**config.mk**
```make
export PLATFORM = sky130hd
export DESIGN_NAME = seq_chain_counter
export DESIGN_NICKNAME = d
export VERILOG_FILES = /design/src/rtl/seq_chain_counter.sv
export SDC_FILE = /design/constraint.sdc
export NUM_CORES = 1
export LEC_CHECK = 0
export CAP_MARGIN = 20
export CORE_MARGIN = 5
export CORE_UTILIZATION = 45
export DETAILED_ROUTE_END_ITERATION = 8
export PLACE_DENSITY = 0.73
export SETUP_SLACK_MARGIN = 0.1
export SLEW_MARGIN = 20
export SYNTH_ARGS = -nofsm -noshare
export SYNTH_HDL_FRONTEND = slang
export SYNTH_SLANG_ARGS = --single-unit
export TNS_END_PERCENT = 20
```
**constraint.sdc**
```tcl
create_clock -name clk -period 3.1 [get_ports clk]
set_clock_uncertainty 0.15 [all_clocks]
set_input_delay 0.465 -clock clk [delete_from_list [all_inputs] [get_ports clk]]
set_output_delay 0.465 -clock clk [all_outputs]
set_load 0.1 [all_outputs]
```
**src/rtl/seq_chain_counter.sv**
```systemverilog
// Multi-channel sequential counter engine: channels count 0..limit one after another,
// with start/busy/done handshake, loop mode, abort and a wrapping pass counter.
module seq_chain_counter #(
  parameter int WIDTH    = 8,
  parameter int CHANNELS = 4,
  parameter int CH_W     = (CHANNELS > 1) ? $clog2(CHANNELS) : 1
) (
  input  logic                      clk,
  input  logic                      rst,
  input  logic                      start,
  input  logic [WIDTH-1:0]          limit,
  input  logic                      loop,
  input  logic                      abort,
  output logic [CHANNELS*WIDTH-1:0] cnt,
  output logic [CH_W-1:0]           ch_idx,
  output logic                      busy,
  output logic                      done,
  output logic [WIDTH-1:0]          passes
);

  typedef enum logic {S_IDLE = 1'b0, S_RUN = 1'b1} state_e;

  state_e           state_q, state_d;
  logic [WIDTH-1:0] cnt_q [CHANNELS];
  logic [WIDTH-1:0] cnt_d [CHANNELS];
  logic [CH_W-1:0]  ch_idx_q, ch_idx_d;
  logic [WIDTH-1:0] passes_q, passes_d;
  logic [WIDTH-1:0] lim_q, lim_d;
  logic             loop_q, loop_d;
  logic             done_q, done_d;

  logic [WIDTH-1:0] act_cnt;
  logic             at_lim, last_ch, accept, run_step, final_edge;

  // Value of the channel currently selected by ch_idx_q
  always_comb begin
    act_cnt = '0;
    for (int k = 0; k < CHANNELS; k++) begin
      if (ch_idx_q == CH_W'(k)) act_cnt = cnt_q[k];
    end
  end

  assign at_lim     = (act_cnt == lim_q);
  assign last_ch    = (ch_idx_q == CH_W'(CHANNELS - 1));
  assign accept     = (state_q == S_IDLE) && start && !abort;
  assign run_step   = (state_q == S_RUN) && !abort;
  assign final_edge = run_step && at_lim && last_ch;

  always_ff @(posedge clk or negedge rst) begin
    if (!rst) state_q <= S_IDLE;
    else      state_q <= state_d;
  end

  always_comb begin
    state_d = state_q;
    unique case (state_q)
      S_IDLE: if (accept) state_d = S_RUN;
      S_RUN:  if (abort || (final_edge && !loop_q)) state_d = S_IDLE;
      default: state_d = S_IDLE;
    endcase
  end

  // Datapath: abort simply freezes everything since no step is taken
  always_comb begin
    for (int k = 0; k < CHANNELS; k++) cnt_d[k] = cnt_q[k];
    ch_idx_d = ch_idx_q;
    passes_d = passes_q;
    lim_d    = lim_q;
    loop_d   = loop_q;
    done_d   = 1'b0;
    if (accept) begin
      lim_d    = limit;
      loop_d   = loop;
      for (int k = 0; k < CHANNELS; k++) cnt_d[k] = '0;
      ch_idx_d = '0;
      passes_d = '0;
    end else if (run_step) begin
      if (!at_lim) begin
        for (int k = 0; k < CHANNELS; k++) begin
          if (ch_idx_q == CH_W'(k)) cnt_d[k] = cnt_q[k] + WIDTH'(1);
        end
      end else if (!last_ch) begin
        ch_idx_d = ch_idx_q + CH_W'(1);
      end else begin
        done_d   = 1'b1;
        passes_d = passes_q + WIDTH'(1);
        if (loop_q) begin
          for (int k = 0; k < CHANNELS; k++) cnt_d[k] = '0;
          ch_idx_d = '0;
        end
      end
    end
  end

  always_ff @(posedge clk or negedge rst) begin
    if (!rst) begin
      for (int k = 0; k < CHANNELS; k++) cnt_q[k] <= '0;
      ch_idx_q <= '0;
      passes_q <= '0;
      lim_q    <= '0;
      loop_q   <= 1'b0;
      done_q   <= 1'b0;
    end else begin
      for (int k = 0; k < CHANNELS; k++) cnt_q[k] <= cnt_d[k];
      ch_idx_q <= ch_idx_d;
      passes_q <= passes_d;
      lim_q    <= lim_d;
      loop_q   <= loop_d;
      done_q   <= done_d;
    end
  end

  always_comb begin
    cnt = '0;
    for (int k = 0; k < CHANNELS; k++) cnt[k*WIDTH +: WIDTH] = cnt_q[k];
    ch_idx = ch_idx_q;
    busy   = (state_q == S_RUN);
    done   = done_q;
    passes = passes_q;
  end

endmodule
```
## Word level (Yosys, flattened, before mapping)

Index checks and enable logic that the tools add are counted.

| cells by class | value |
|---|---|
| eq/ne operators | 7 |
| bitwise gates (word level) | 1 |
| add/subtract/negate cells | 6 |
| reductions and logical operators | 22 |
| multiplexer cells | 29 |

Operators by type and width:

| cell | number |
|---|---|
| 32-bit 2-to-1 mux | 5 |
| 8-bit 2-to-1 mux | 12 |
| 8-bit by 1-bit adder with 8-bit output, second input constant | 5 |
| 4-bit AND reduction | 3 |
| 2-bit 2-to-1 mux | 5 |
| 3-bit AND reduction | 3 |
| 3-bit nonzero test | 3 |
| 8-bit == test | 1 |
| 1-bit logical AND | 6 |
| 1-bit 2-to-1 mux | 6 |
| 3-bit by 2-bit inequality test with 1-bit output, second input constant | 2 |
| 2-bit nonzero test | 3 |
| 2-bit == test, second input constant | 2 |
| 3-bit by 1-bit inequality test with 1-bit output, second input constant | 1 |
| 2-bit by 1-bit adder with 2-bit output, second input constant | 1 |
| 2-bit by 1-bit == test with 1-bit output, second input constant | 1 |
| 1-bit logical NOT | 2 |
| 2-bit logical NOT | 1 |
| 1-bit case mux with 2 select lines | 1 |
| 1-bit logical OR | 1 |
| 1-bit inverter | 1 |

| storage, ports and cells | value |
|---|---|
| input bits | 13 |
| output and inout port bits | 44 |
| register bits after elaboration | 53 |

## Depth between registers and ports, before layout

Gate-level depths: netlist of the first run.

| depth | value |
|---|---|
| word-level depth | 12 |
| depth in mapped cells | 14 |
| mapped depth without buffers | 9 |

## Worst setup path after synthesis of the first run

Ideal clock, no wire load.

| timing path | value |
|---|---|
| kind | register to register |
| start | register ch_idx_q[0], in the netlist ch_idx[0] |
| end | register passes_q[7], in the netlist passes[7] |
| stages on the path, launching flop included | 14 |
| data required time | 2.810 ns |
| buffers on the path | 4 |
| data arrival time | 3.576 ns |
| setup time | 0.140 ns |
| slack | -0.766 ns |
| clock period less this slack | 3.866 ns |
| cells stage by stage | dfrtp_1 > inv_1 > ha_1 > buf_2 > or2_1 > clkbuf_2 > a221oi_1 > or4_1 > nand4_2 > or4_1 > clkbuf_1 > buf_2 > o311ai_0 > o41ai_1 |

| between the ends | value |
|---|---|
| cells in the longest elaborated chain, start to end | 8 |
| elaborated cells on any way between the ends | 12 |
| those cells by class | 4 x eq/ne; 4 x mux; 4 x reduce/logical |

RTL lines:

| item | line | text |
|---|---|---|
| from (decl) | 26 | `logic [CH_W-1:0] ch_idx_q, ch_idx_d;` |
| from (signal assigned) | 105 | `ch_idx_q <= ch_idx_d;` |
| 2-bit logical NOT | 39 | `if (ch_idx_q == CH_W'(k)) act_cnt = cnt_q[k];` |
| 8-bit 2-to-1 mux (4 in a row) | 39 |  |
| 8-bit == test | 43 | `assign at_lim = (act_cnt == lim_q);` |
| 2-bit nonzero test (no line) | - |  |
| 3-bit AND reduction (no line) (*) | - |  |
| to (signal assigned) | 106 | `passes_q <= passes_d;` |
| to (decl) | 27 | `logic [WIDTH-1:0] passes_q, passes_d;` |

Mark *: on every way between the ends. The rest lies on a longest branch, timed or not.
A chain may end at the register's enable or synchronous reset.

## Final worst setup path of the first run

| timing path | value |
|---|---|
| start | register ch_idx_q[0], in the netlist ch_idx[0] |
| end | register ch_idx_q[0], in the netlist ch_idx[0] |

| between the ends | value |
|---|---|
| cells in the longest elaborated chain, start to end | 8 |
| elaborated cells on any way between the ends | 17 |
| those cells by class | 1 x add/sub; 5 x eq/ne; 8 x mux; 3 x reduce/logical |

RTL lines:

| item | line |
|---|---|
| 2-bit logical NOT | 39 |
| 8-bit 2-to-1 mux (4 in a row) | 39 |
| 8-bit == test | 43 |
| 2-bit nonzero test (no line) | - |
| 3-bit AND reduction (no line) | - |

Parallel ways exist; a longest one is shown, timed or not. The select of a mux whose other input is x is not followed.

==> results of run 1 <==
## registers in the layout, summed over array words and instances, names as in the netlist
signal	cells
done	1
passes	8
cnt	32
lim_q	8
loop_q	1
ch_idx	2
busy	1
## report_power, final
part           internal [mW]  switching [mW]
Clock                  0.240           0.239
Combinational          0.396           0.894
Sequential             0.783           0.171
Total                   1.42            1.30
## metal layers
layer,GRT usage [%],wire (µm),up-vias
met3,3.67,570,22
met2,35.3,5040,121
met4,6.13,257,0
met1,29.2,4460,1697
li1,-,-,1613
met5,0,0,-
## through the flow
| stage | instance area [µm²] | TNS, ps | cells | hold WS [ps] | util [%] |
|---|---|---|---|---|---|
| 3_5_place_dp | 4020 | -10930 | 547 | 343 | 58.2 |
| 6_report | 4790 | -81.3 | 571 | -9.27 | 69.4 |
| 4_1_cts | 4180 | 0 | 557 | 6.73 | 60.6 |
| 2_1_floorplan | 3360 | -4820 | 389 | 19.4 | - |
| 5_1_grt | 4790 | -1350 | 571 | 27.0 | 69.4 |
| 3_3_place_gp | 4020 | -6230 | 547 | 325 | 58.2 |
## final timing paths
check                           from   endpoint  slack, ps  depth (start not counted)
setup / recovery           ch_idx[0]  ch_idx[0]        -80                         10
hold / removal                   rst     cnt[3]         -9                          1
setup reg to reg           ch_idx[0]  ch_idx[0]        -80                         10
hold reg to reg             lim_q[5]   lim_q[5]        370                          2
max in group asynchronous        rst    cnt[17]       2120                          2
min in group clk            lim_q[5]   lim_q[5]        370                          2
## cell usage after synthesis, types with 2 or more instances
library cell  instances
a211oi_1              2
a21oi_1              12
a221oi_1              6
a31o_2                2
a31oi_1               7
and3_1               18
buf_1                 3
buf_2                 3
clkbuf_1             12
dfrtp_1              53
ha_1                  9
inv_1                33
mux2i_1               2
nand2_1              60
nand2b_1              4
nand3_1              27
nand4_1              16
nand4_2               2
nor2_1               27
nor2b_1               3
nor3_1                2
o211ai_1              7
o21ai_0              19
o221ai_1             20
o22ai_1               4
o311ai_0              2
o31ai_1               6
o41ai_1               2
or2_2                 2
or3_1                 5
or4_1                 6
## area by class of cell
class,instances,share of cell area [%]
clock buffers,6,1.51
clock inverters,2,0.731
inverters,34,2.79
multi-input cells,283,46.2
flip-flops and latches,53,27.8
well taps,96,2.51
repair buffers,97,18.4
## repair_timing
item                                    CTS  global route
gates cloned                              0             3
setup buffers                             2            11
endpoints found under the setup margin   44            42
pin swaps                                 1            37
resized for setup                        11            86
## logic make-up (layout without fill, tap and decap cells)
logic type / count (synthesis) / after routing / share of synthesized area, %
multiplexers: 2 / 2 / 0.620
flip-flops: 53 / 53 / 41.1
AO/OA/AOI/OAI: 92 / 92 / 20.1
adder cells (fa/ha/maj): 9 / 9 / 3.49
buffers and inverters: 54 / 139 / 6.66
XOR/XNOR: 1 / 1 / 0.271
AND/OR/NAND/NOR: 178 / 179 / 27.8
==> impl_results.md, run 1 <==
- Share of synthesized area occupied by flip-flops and latches: between 40% and 50%
- Initial Util: between 40% and 50%
- CP Max Fanout: 14
- Peak supply drop: between 0.4 and 0.5 mV
- CTS Hold Buffers Added: 0
- First-pass iteration count of the detailed router: 5
- Clock period minus worst slack: between 3000 and 4000 ps
- Unrepaired setup endpoints after global routing: yes
- IO Count: between 50 and 60
- Final Hold Fails: 15
- Result of the run: complete, but fails checks
- Failing checks: hold timing, setup timing
- Synth Register Bits: between 50 and 60
- Post-synth top area share: 41.1%
- Cells traversed along the worst timing path: ha_4 -> buf_8 -> nand3b_1 -> a211oi_2 -> xnor2_1 -> nand3_2 -> or4_4 -> buf_6 -> o31ai_1 -> a21oi_1
- Routed vias/inst: slightly above 6
- Clock latency at the later pin of the worst-skew pair: about 320 ps
- Tcrit/Tclk final: 103%
- DIE HEIGHT: roughly 95 µm
- Final RePlAce weighted congestion: slightly below 0.9
- Slew Viols, Final: 0
- Fraction of registers with async set/reset: 100%
- Pwr dens: roughly 570 nW/µm²
- Data arrival, critical path: between 3000 and 4000 ps
- Number of port buffers: between 50 and 60
- TritonCTS clock tree: built
- Leakage power: between 2 and 2.5 nW
- Pin count of the biggest net entering global routing: 37
- Number of distinct library cells after synthesis: 44
- Average size of a mapped cell: between 8 and 9 µm²
- Pre-CTS worst setup slack: -316 ps
- WP buf/inv: 2
- Clock sink count: 53
- Max transition margin: ~54%
- Largest delay contributor family on the critical path: simple AND/OR/NAND/NOR gates
- Min-delay worst type: in2async
- Antenna violations before repair: 0
- WL/cell: between 15 and 20 µm
- Required time of the worst setup path: roughly 3200 ps
- Total GRT Usage: a little over a fifth
- Sequential cell area in the final layout: around 1300 µm²
- Commonest non-fill, non-tap cell in the layout: buf_4
- Area of the placeable core: a little under 7000 µm²
- Main synth FF type: dfrtp_1
- Syn. warnings: 0
- Largest buffer count on any clock path: 2
- Area used by multi-input combinational logic: between 2000 and 2500 µm²
- DRC errors left: 0
- Cell type with the largest total area after synthesis: dfrtp_1
- Area delta synth->final: 48.4%
- Detailed placer's ending HPWL: between 6000 and 7000 µm
- Starting DRC count in detailed routing: approximately 230
- Number of nets produced by synthesis: between 400 and 500
- EDFF count, synth: 0
- Floorplan die area: 8970 µm²
- Fill count: between 500 and 600
- Routed wire length: 10300 µm
- Net count, final: a little under 500
- Cells after Synth: a little under 400
- Slowest stage cell on the critical path: or4_4
- Synth Cell Area: ~3200 µm²
- Width of the chip: ~95 µm
- Transition time at the pin with the least slew margin: slightly below 700 ps
- Number of CTS-inserted buffers: 5
- Share of layout cells above drive strength 1: about 36%
- Deepest level of the CTS H-tree: 2
- Global-route wire length before repair: 15500 µm
- Final-report setup violation count: 1
- Worst stage delay on the critical path: between 600 and 700 ps
- Worst Slack Setup Final: -81.3 ps
- Peak Freq: between 300 and 400 MHz
- Clock slew at the register clock pins of the worst setup and hold paths: between 100 and 150 ps
- Worst slack on hold paths: -9.27 ps
- Leading cell types in the layout, fill and taps excluded: buf_4 (70), nand2_1 (59), dfrtp_1 (51)
- Number of vias after detailed routing: between 3000 and 4000
- Max Cap Viol: 0
- Number of standard-cell rows in the floorplan: 30
- Nature of the critical path startpoint: flip-flop
- Final ANT Viol Nets: 0
- Total gr overflow: 0
- Endpoint kind of the worst setup timing path: flip-flop
- Kind of critical path: reg2reg
- Total power consumption of the routed design: between 2 and 3 mW
- Vias in the first global route: roughly 3100
- Root cell of the clock tree: clkbuf_8
- Synth top area cells: dfrtp_1 (41%), nand2_1 (7.0%), o221ai_1 (5.4%), nand3_1 (4.2%), inv_1 (3.8%)
- Antenna diode count: 0
Power figures use the tool's default switching activity.
==> inputs of run 2 (changes only) <==
==> constraint.sdc (replaced) <==
create_clock -name clk -period 3.1 [get_ports clk]
set_clock_uncertainty 0.15 [all_clocks]
set_input_delay 0.62 -clock clk [delete_from_list [all_inputs] [get_ports clk]]
set_output_delay 0.62 -clock clk [all_outputs]
set_load 0.1 [all_outputs]
==> run 2 against run 1 <==
The flow finishes with violations (setup timing). Sequential share of layout area grew 1.9 points. Largest cell class unchanged. Power shrank 3.8%. Utilization shrank 4.4 points. Wire length shrank 4.9%. Largest power group unchanged. Critical path type unchanged. Sequential cell count is the same. Worst hold slack gained 100 ps. Non-clock buffer count shrank 4. Final cell count shrank 0.88%. Clock-buffer cell count is the same. Sequential power shrank 0.8%. Design area shrank 6.3%. Critical path depth is the same. Critical endpoint is now passes[3].
==> impl_results.md, run 2 (synthesized netlist as in run 1, its figures left out) <==
- Max transition margin: 60.0% (was 54.1%)
- DIE HEIGHT: 94.7 µm (unchanged)
- Total GRT Usage: 22.5% (was 21.5%)
- Reg-to-reg slack, setup: -100 ps (was -80 ps)
- Detailed placer's ending HPWL: 6740 µm (was 6640 µm)
- Worst r2r src: ch_idx[1] (was ch_idx[0])
- Flip-flop count of the largest register after layout: 32 (unchanged)
- Initial Util: 46.8% (unchanged)
- CP Max Fanout: 7 (was 14)
- Number of CTS-inserted buffers: 5 (unchanged)
- Post-Route Setup TNS: -318 ps (was -81.3 ps)
- Width of the chip: 94.7 µm (unchanged)
- Total power consumption of the routed design: 2.62 mW (was 2.72 mW)
- TritonCTS clock tree: built (unchanged)
- Largest buffer count on any clock path: 2 (unchanged)
- Area of the placeable core: 6910 µm² (unchanged)
- Floorplan die area: 8970 µm² (unchanged)
- Global-route wire length before repair: 16300 µm (was 15500 µm)
- Final-report setup violation count: 5 (was 1)
- Routed wire length: 9820 µm (was 10300 µm)
- Failing checks: setup timing (was hold timing, setup timing)
- Root cell of the clock tree: clkbuf_8 (unchanged)
- Number of vias after detailed routing: 3380 (was 3453)
- Pin count of the biggest net entering global routing: 28 (was 37)
- DP Cell Count: 547 (unchanged)
- Peak supply drop: 0.466 mV (was 0.414 mV)
- Pre-CTS worst setup slack: -308 ps (was -316 ps)
- Endpoint kind of the worst setup timing path: flip-flop (unchanged)
- Commonest non-fill, non-tap cell in the layout: buf_4 (unchanged)
- WL/cell: 17.4 µm (was 18.1 µm)
- Critical R2R Capture: passes[3] (was ch_idx[0])
- FF-to-FF path depth: 10 (unchanged)
- IO Count: 57 (unchanged)
- Clock slew at the register clock pins of the worst setup and hold paths: 100 ps (was 110 ps)
- Cell area after placement: 4020 µm² (unchanged)
- Leakage power: 2.07 nW (was 2.14 nW)
- Min-delay worst type: in2async (unchanged)
- Clock period minus worst slack: 3200 ps (was 3180 ps)
- Critical path endpoint: passes[3] (was ch_idx[0])
- Final Hold Fails: 0 (was 15)
- Clock latency at the later pin of the worst-skew pair: 310 ps (was 320 ps)
- Cell area after layout: 4490 µm² (was 4790 µm²)
- Max Cap Viol: 0 (unchanged)
- Worst setup path start: ch_idx[1] (was ch_idx[0])
- Number of standard-cell rows in the floorplan: 30 (unchanged)
- Net count, final: 491 (was 496)
- Number of port buffers: 56 (unchanged)
- Required time of the worst setup path: 3190 ps (was 3150 ps)
- Transition time at the pin with the least slew margin: 599 ps (was 688 ps)
- Starting DRC count in detailed routing: 253 (was 229)
- Data arrival, critical path: 3290 ps (was 3230 ps)
- Deepest level of the CTS H-tree: 2 (unchanged)
- First-pass iteration count of the detailed router: 5 (unchanged)
- Worst Slack Setup Final: -104 ps (was -81.3 ps)
- Area delta synth->final: 39.0% (was 48.4%)
- Result of the run: complete, but fails checks (unchanged)
- Peak Freq: 312 MHz (was 314 MHz)
- Nature of the critical path startpoint: flip-flop (unchanged)
- Final std cells w/o fill: 566 (was 571)
- Pwr dens: 583 nW/µm² (was 568 nW/µm²)
- Slew Viols, Final: 0 (unchanged)
- Leading cell types in the layout, fill and taps excluded: buf_4 (69), nand2_1 (59), dfrtp_1 (51) (was buf_4 (70), nand2_1 (59), dfrtp_1 (51))
- Antenna diode count: 0 (unchanged)
- Vias in the first global route: 3331 (was 3149)
- Share of layout cells above drive strength 1: 30.0% (was 36.0%)
- Unrepaired setup endpoints after global routing: yes (unchanged)
- Final RePlAce weighted congestion: 0.858 (was 0.885)
- Tcrit/Tclk final: 103% (about the same)
- Kind of critical path: reg2reg (unchanged)
- Total gr overflow: 0 (unchanged)
- Clock sink count: 53 (unchanged)
- Routed vias/inst: 5.97 (was 6.05)
- Antenna violations before repair: 0 (unchanged)
- Final ANT Viol Nets: 0 (unchanged)
- DRC errors left: 0 (unchanged)
[run 2: worst min-delay path by stage]
stage	to	slack, ps	startpoint	cells past startpoint
after floorplan	busy	170	rst	0
after global placement	lim_q[0]	330	lim_q[0]	2
after detailed placement	lim_q[5]	350	lim_q[5]	2
after CTS	cnt[3]	110	rst	1
after global routing	passes[4]	140	rst	1
final	done	100	rst	1
[run 2: worst max-delay path: stages, from the launching register on]
cell and delay, ps:
dfrtp_4 510, buf_12 140, ha_4 170, or2_4 310, a221oi_4 240, or4_4 190
nand4_2 110, or4_4 570, buf_8 160, or4_4 420, a21oi_2 170
[run 2: timing repair]
| action | in CTS | in global routing |
|---|---|---|
| endpoints found under the setup margin | 44 | 43 |
| resized for setup | 36 | 25 |
| pin swaps | 13 | 2 |
| cloned | 2 | 0 |
| setup buffers | 6 | 4 |
| hold buffers | 0 | 0 |
[run 2: final cells by class]
type	instances	area (µm²)
Timing Repair Buffer	93	823
Clock inverter	2	38.8
Fill cell	570	2410
Inverter	34	135
Tap cell	96	120
Sequential cell	53	1330
Clock buffer	6	72.6
Multi-Input combinational cell	282	1970
[run 2: report_power, final]
group | leakage, nW | internal [mW] | total [mW] | switching (mW)
Clock | 0.0554 | 0.243 | 0.478 | 0.235
Combinational | 1.42 | 0.357 | 1.20 | 0.838
Sequential | 0.597 | 0.784 | 0.946 | 0.162
[run 2: metrics by stage]
stage	utilization (%)	hold slack [ps]
2_1_floorplan	-	174
3_3_place_gp	58.2	334
3_5_place_dp	58.2	353
4_1_cts	63.1	107
5_1_grt	65.0	136
6_report	65.0	95.1
[run 2: per-layer routing]
metal  track usage (%)  vias to the layer above  part of all wire (%)
li1                  -                     1588                     -
met1              30.2                     1617                    44
met2              36.6                      149                    47
met3              3.82                       26                   6.6
met4              7.57                        0                   2.3
met5                 0                        -                     0
==> inputs of run 3 (changes only) <==
RECOVER_POWER = 100   (was not set)
TNS_END_PERCENT = not set   (was 20)
==> run 3 against run 2 <==
The run ends with capacitance limit, slew limit left. Via count grew 0.71%. Worst setup slack improved by 140 ps. Design area is 4.9% lower. Non-clock buffer count decreased by 7. Fmax is 4.5% higher. Power decreased by 4.6%. Utilization down 3.2 points. Clock power decreased by 21%. Largest cell class unchanged. Highest routed layer unchanged.
==> impl_results.md, run 3 (synthesized netlist as in run 1, its figures left out) <==
- Routed vias/inst: 6.11 (was 5.97)
- Flip-flop count of the largest register after layout: 32 (unchanged)
- Endpoint kind of the worst setup timing path: flip-flop (unchanged)
- Slew Viols, Final: 30 (was 0)
- Number of standard-cell rows in the floorplan: 30 (unchanged)
- Worst setup path start: ch_idx[0] (was ch_idx[1])
- Fraction of power consumed by combinational cells: 46.6% (was 45.6%)
- Clock slew at the register clock pins of the worst setup and hold paths: 90 ps (was 100 ps)
- Slowest stage cell on the critical path: or4_4 (unchanged)
- Antenna violations before repair: 0 (unchanged)
- Crit path top cell by count: or4_4 (unchanged)
- Root cell of the clock tree: clkbuf_8 (unchanged)
- Vias in the first global route: 3217 (was 3331)
- Clock sink count: 53 (unchanged)
- Peak Freq: 326 MHz (was 312 MHz)
- Area delta synth->final: 32.2% (was 39.0%)
- Clock period minus worst slack: 3070 ps (was 3200 ps)
- Total GRT Usage: 22.1% (was 22.5%)
- Worst r2r src: ch_idx[0] (was ch_idx[1])
- IO Count: 57 (unchanged)
- Relative contribution of the clock network to total power: 15.2% (was 18.2%)
- Worst Slack Setup Final: 33.0 ps (was -104 ps)
- WP buf/inv: 2 (unchanged)
- Reg-to-reg slack, setup: 30 ps (was -100 ps)
- Min-delay worst type: reg2reg (was in2async)
- Global-route wire length before repair: 15800 µm (was 16300 µm)
- Leading cell types in the layout, fill and taps excluded: nand2_1 (60), dfrtp_1 (51), clkbuf_1 (44) (was buf_4 (69), nand2_1 (59), dfrtp_1 (51))
- DRC errors left: 0 (unchanged)
- Pin count of the biggest net entering global routing: 30 (was 28)
- Initial Util: 46.8% (unchanged)
- Cell internal pwr: 1.25 mW (was 1.38 mW)
- CTS Hold Buffers Added: 0 (unchanged)
- Final Hold Fails: 0 (unchanged)
- Destination of the worst hold path: loop_q
- Final RePlAce weighted congestion: 0.926 (was 0.858)
- Routed wire length: 9810 µm (was 9820 µm)
- Width of the chip: 94.7 µm (unchanged)
- Failing checks: capacitance limit, slew limit (was setup timing)
- Detailed placer's ending HPWL: 6710 µm (was 6740 µm)
- Worst stage delay on the critical path: 530 ps (was 570 ps)
- Largest buffer count on any clock path: 2 (unchanged)
- Cell depth of the worst hold path: 2
- Transition time at the pin with the least slew margin: 1570 ps (was 599 ps)
- Fill count: 643 (was 570)
- Number of CTS-inserted buffers: 5 (unchanged)
- Kind of critical path: reg2reg (unchanged)
- Tcrit/Tclk final: 98.9% (was 103%)
- Largest delay contributor family on the critical path: simple AND/OR/NAND/NOR gates (unchanged)
- First-pass iteration count of the detailed router: 5 (unchanged)
- Net count, final: 484 (was 491)
- Critical R2R Capture: passes[3] (unchanged)
- DIE HEIGHT: 94.7 µm (unchanged)
- WL/cell: 17.6 µm (was 17.4 µm)
- Leakage power: 1.86 nW (was 2.07 nW)
- Number of vias after detailed routing: 3404 (was 3380)
- Max Cap Viol: 1 (was 0)
- Net load switching power: 1.25 mW (was 1.24 mW)
- Number of port buffers: 56 (unchanged)
- Final ANT Viol Nets: 0 (unchanged)
- Area of the placeable core: 6910 µm² (unchanged)
- Required time of the worst setup path: 3190 ps (about the same)
- Starting DRC count in detailed routing: 186 (was 253)
- Total power consumption of the routed design: 2.50 mW (was 2.62 mW)
- FF-to-FF path depth: 10 (unchanged)
- Pre-CTS worst setup slack: -55.2 ps (was -308 ps)
- CP Max Fanout: 12 (was 7)
- Deepest level of the CTS H-tree: 2 (unchanged)
- Max transition margin: -4.89% (was 60.0%)
- Result of the run: complete, but fails checks (unchanged)
- Floorplan die area: 8970 µm² (unchanged)
- Data arrival, critical path: 3160 ps (was 3290 ps)
- Commonest non-fill, non-tap cell in the layout: nand2_1 (was buf_4)
- Unrepaired setup endpoints after global routing: yes (unchanged)
- Pwr dens: 585 nW/µm² (was 583 nW/µm²)
- Total gr overflow: 0 (unchanged)
- Clock latency at the later pin of the worst-skew pair: 310 ps (about the same)
- Fraction of power spent switching nets: 50.0% (was 47.2%)
- Cells traversed along the worst timing path: inv_4 -> ha_4 -> or2_4 -> a221oi_4 -> or4_4 -> nand4_4 -> or4_4 -> buf_8 -> or4_1 -> a21oi_1 (was buf_12 -> ha_4 -> or2_4 -> a221oi_4 -> or4_4 -> nand4_2 -> or4_4 -> buf_8 -> or4_4 -> a21oi_2)
- Hold_sp: loop_q
- Post-Route Setup TNS: 0 ps (was -318 ps)
- TritonCTS clock tree: built (unchanged)
- Antenna diode count: 0 (unchanged)
- Relative contribution of sequential cells to total power: 38.2% (was 36.1%)
- Share of layout cells above drive strength 1: 19.1% (was 30.0%)
- Final-report setup violation count: 0 (was 5)
- Peak supply drop: 0.448 mV (was 0.466 mV)
- Nature of the critical path startpoint: flip-flop (unchanged)
## run 3: metal layers
metal / GRT usage, % / vias up / part of all wire, %
li1: - / 1569 / -
met1: 29.3 / 1700 / 43
met2: 36.3 / 119 / 50
met3: 3.90 / 16 / 5.7
met4: 7.57 / 0 / 1.4
met5: 0 / - / 0
## run 3: worst max path at each step
stage | to | slack, ps | cells past startpoint
after floorplan | passes[0] | -140 | 13
after global placement | passes[3] | 20 | 11
after detailed placement | passes[4] | -60 | 11
after CTS | passes[3] | 20 | 11
after global routing | passes[3] | -50 | 10
final | passes[3] | 30 | 10
## run 3: timing repair
item	4_1_cts	5_1_grt
setup endpoints to repair	15	43
pin swaps	4	6
gates cloned	1	2
gates resized for setup	15	37
setup buffers	3	3
## run 3: area by class of cell
| type | instances | area, µm² | share of cell area [%] |
|---|---|---|---|
| clock buffers | 5 | 68.8 | 1.61 |
| clock inverters | 1 | 5.00 | 0.117 |
| inverters | 34 | 134 | 3.14 |
| multi-input cells | 282 | 2000 | 46.8 |
| flip-flops and latches | 53 | 1330 | 31.2 |
| well taps | 96 | 120 | 2.81 |
| repair buffers | 86 | 609 | 14.3 |
## run 3: worst min-delay path: stages, from the launching register on
cell and delay (ps):
dfrtp_1 390, nand2_1 60, nand2_1 60
## run 3: per-stage QoR
stage | utilization [%] | instance area [µm²] | cells | hold slack (ps)
floorplan | - | 3370 | 389 | 174
global placement | 57.8 | 3990 | 542 | 335
detailed placement | 57.8 | 3990 | 542 | 337
CTS | 61.1 | 4220 | 552 | 214
global route | 61.8 | 4270 | 557 | 417
finish | 61.8 | 4270 | 557 | 386
## run 3: power groups by stage
stage               sequential [mW]  combinational (mW)  clock (mW)
global route                  0.970                1.23       0.411
global placement              0.944                1.12           0
finish                        0.955                1.17       0.379
detailed placement            0.951                1.14           0
floorplan                      1.42               0.359           0
CTS                           0.946                1.18       0.388
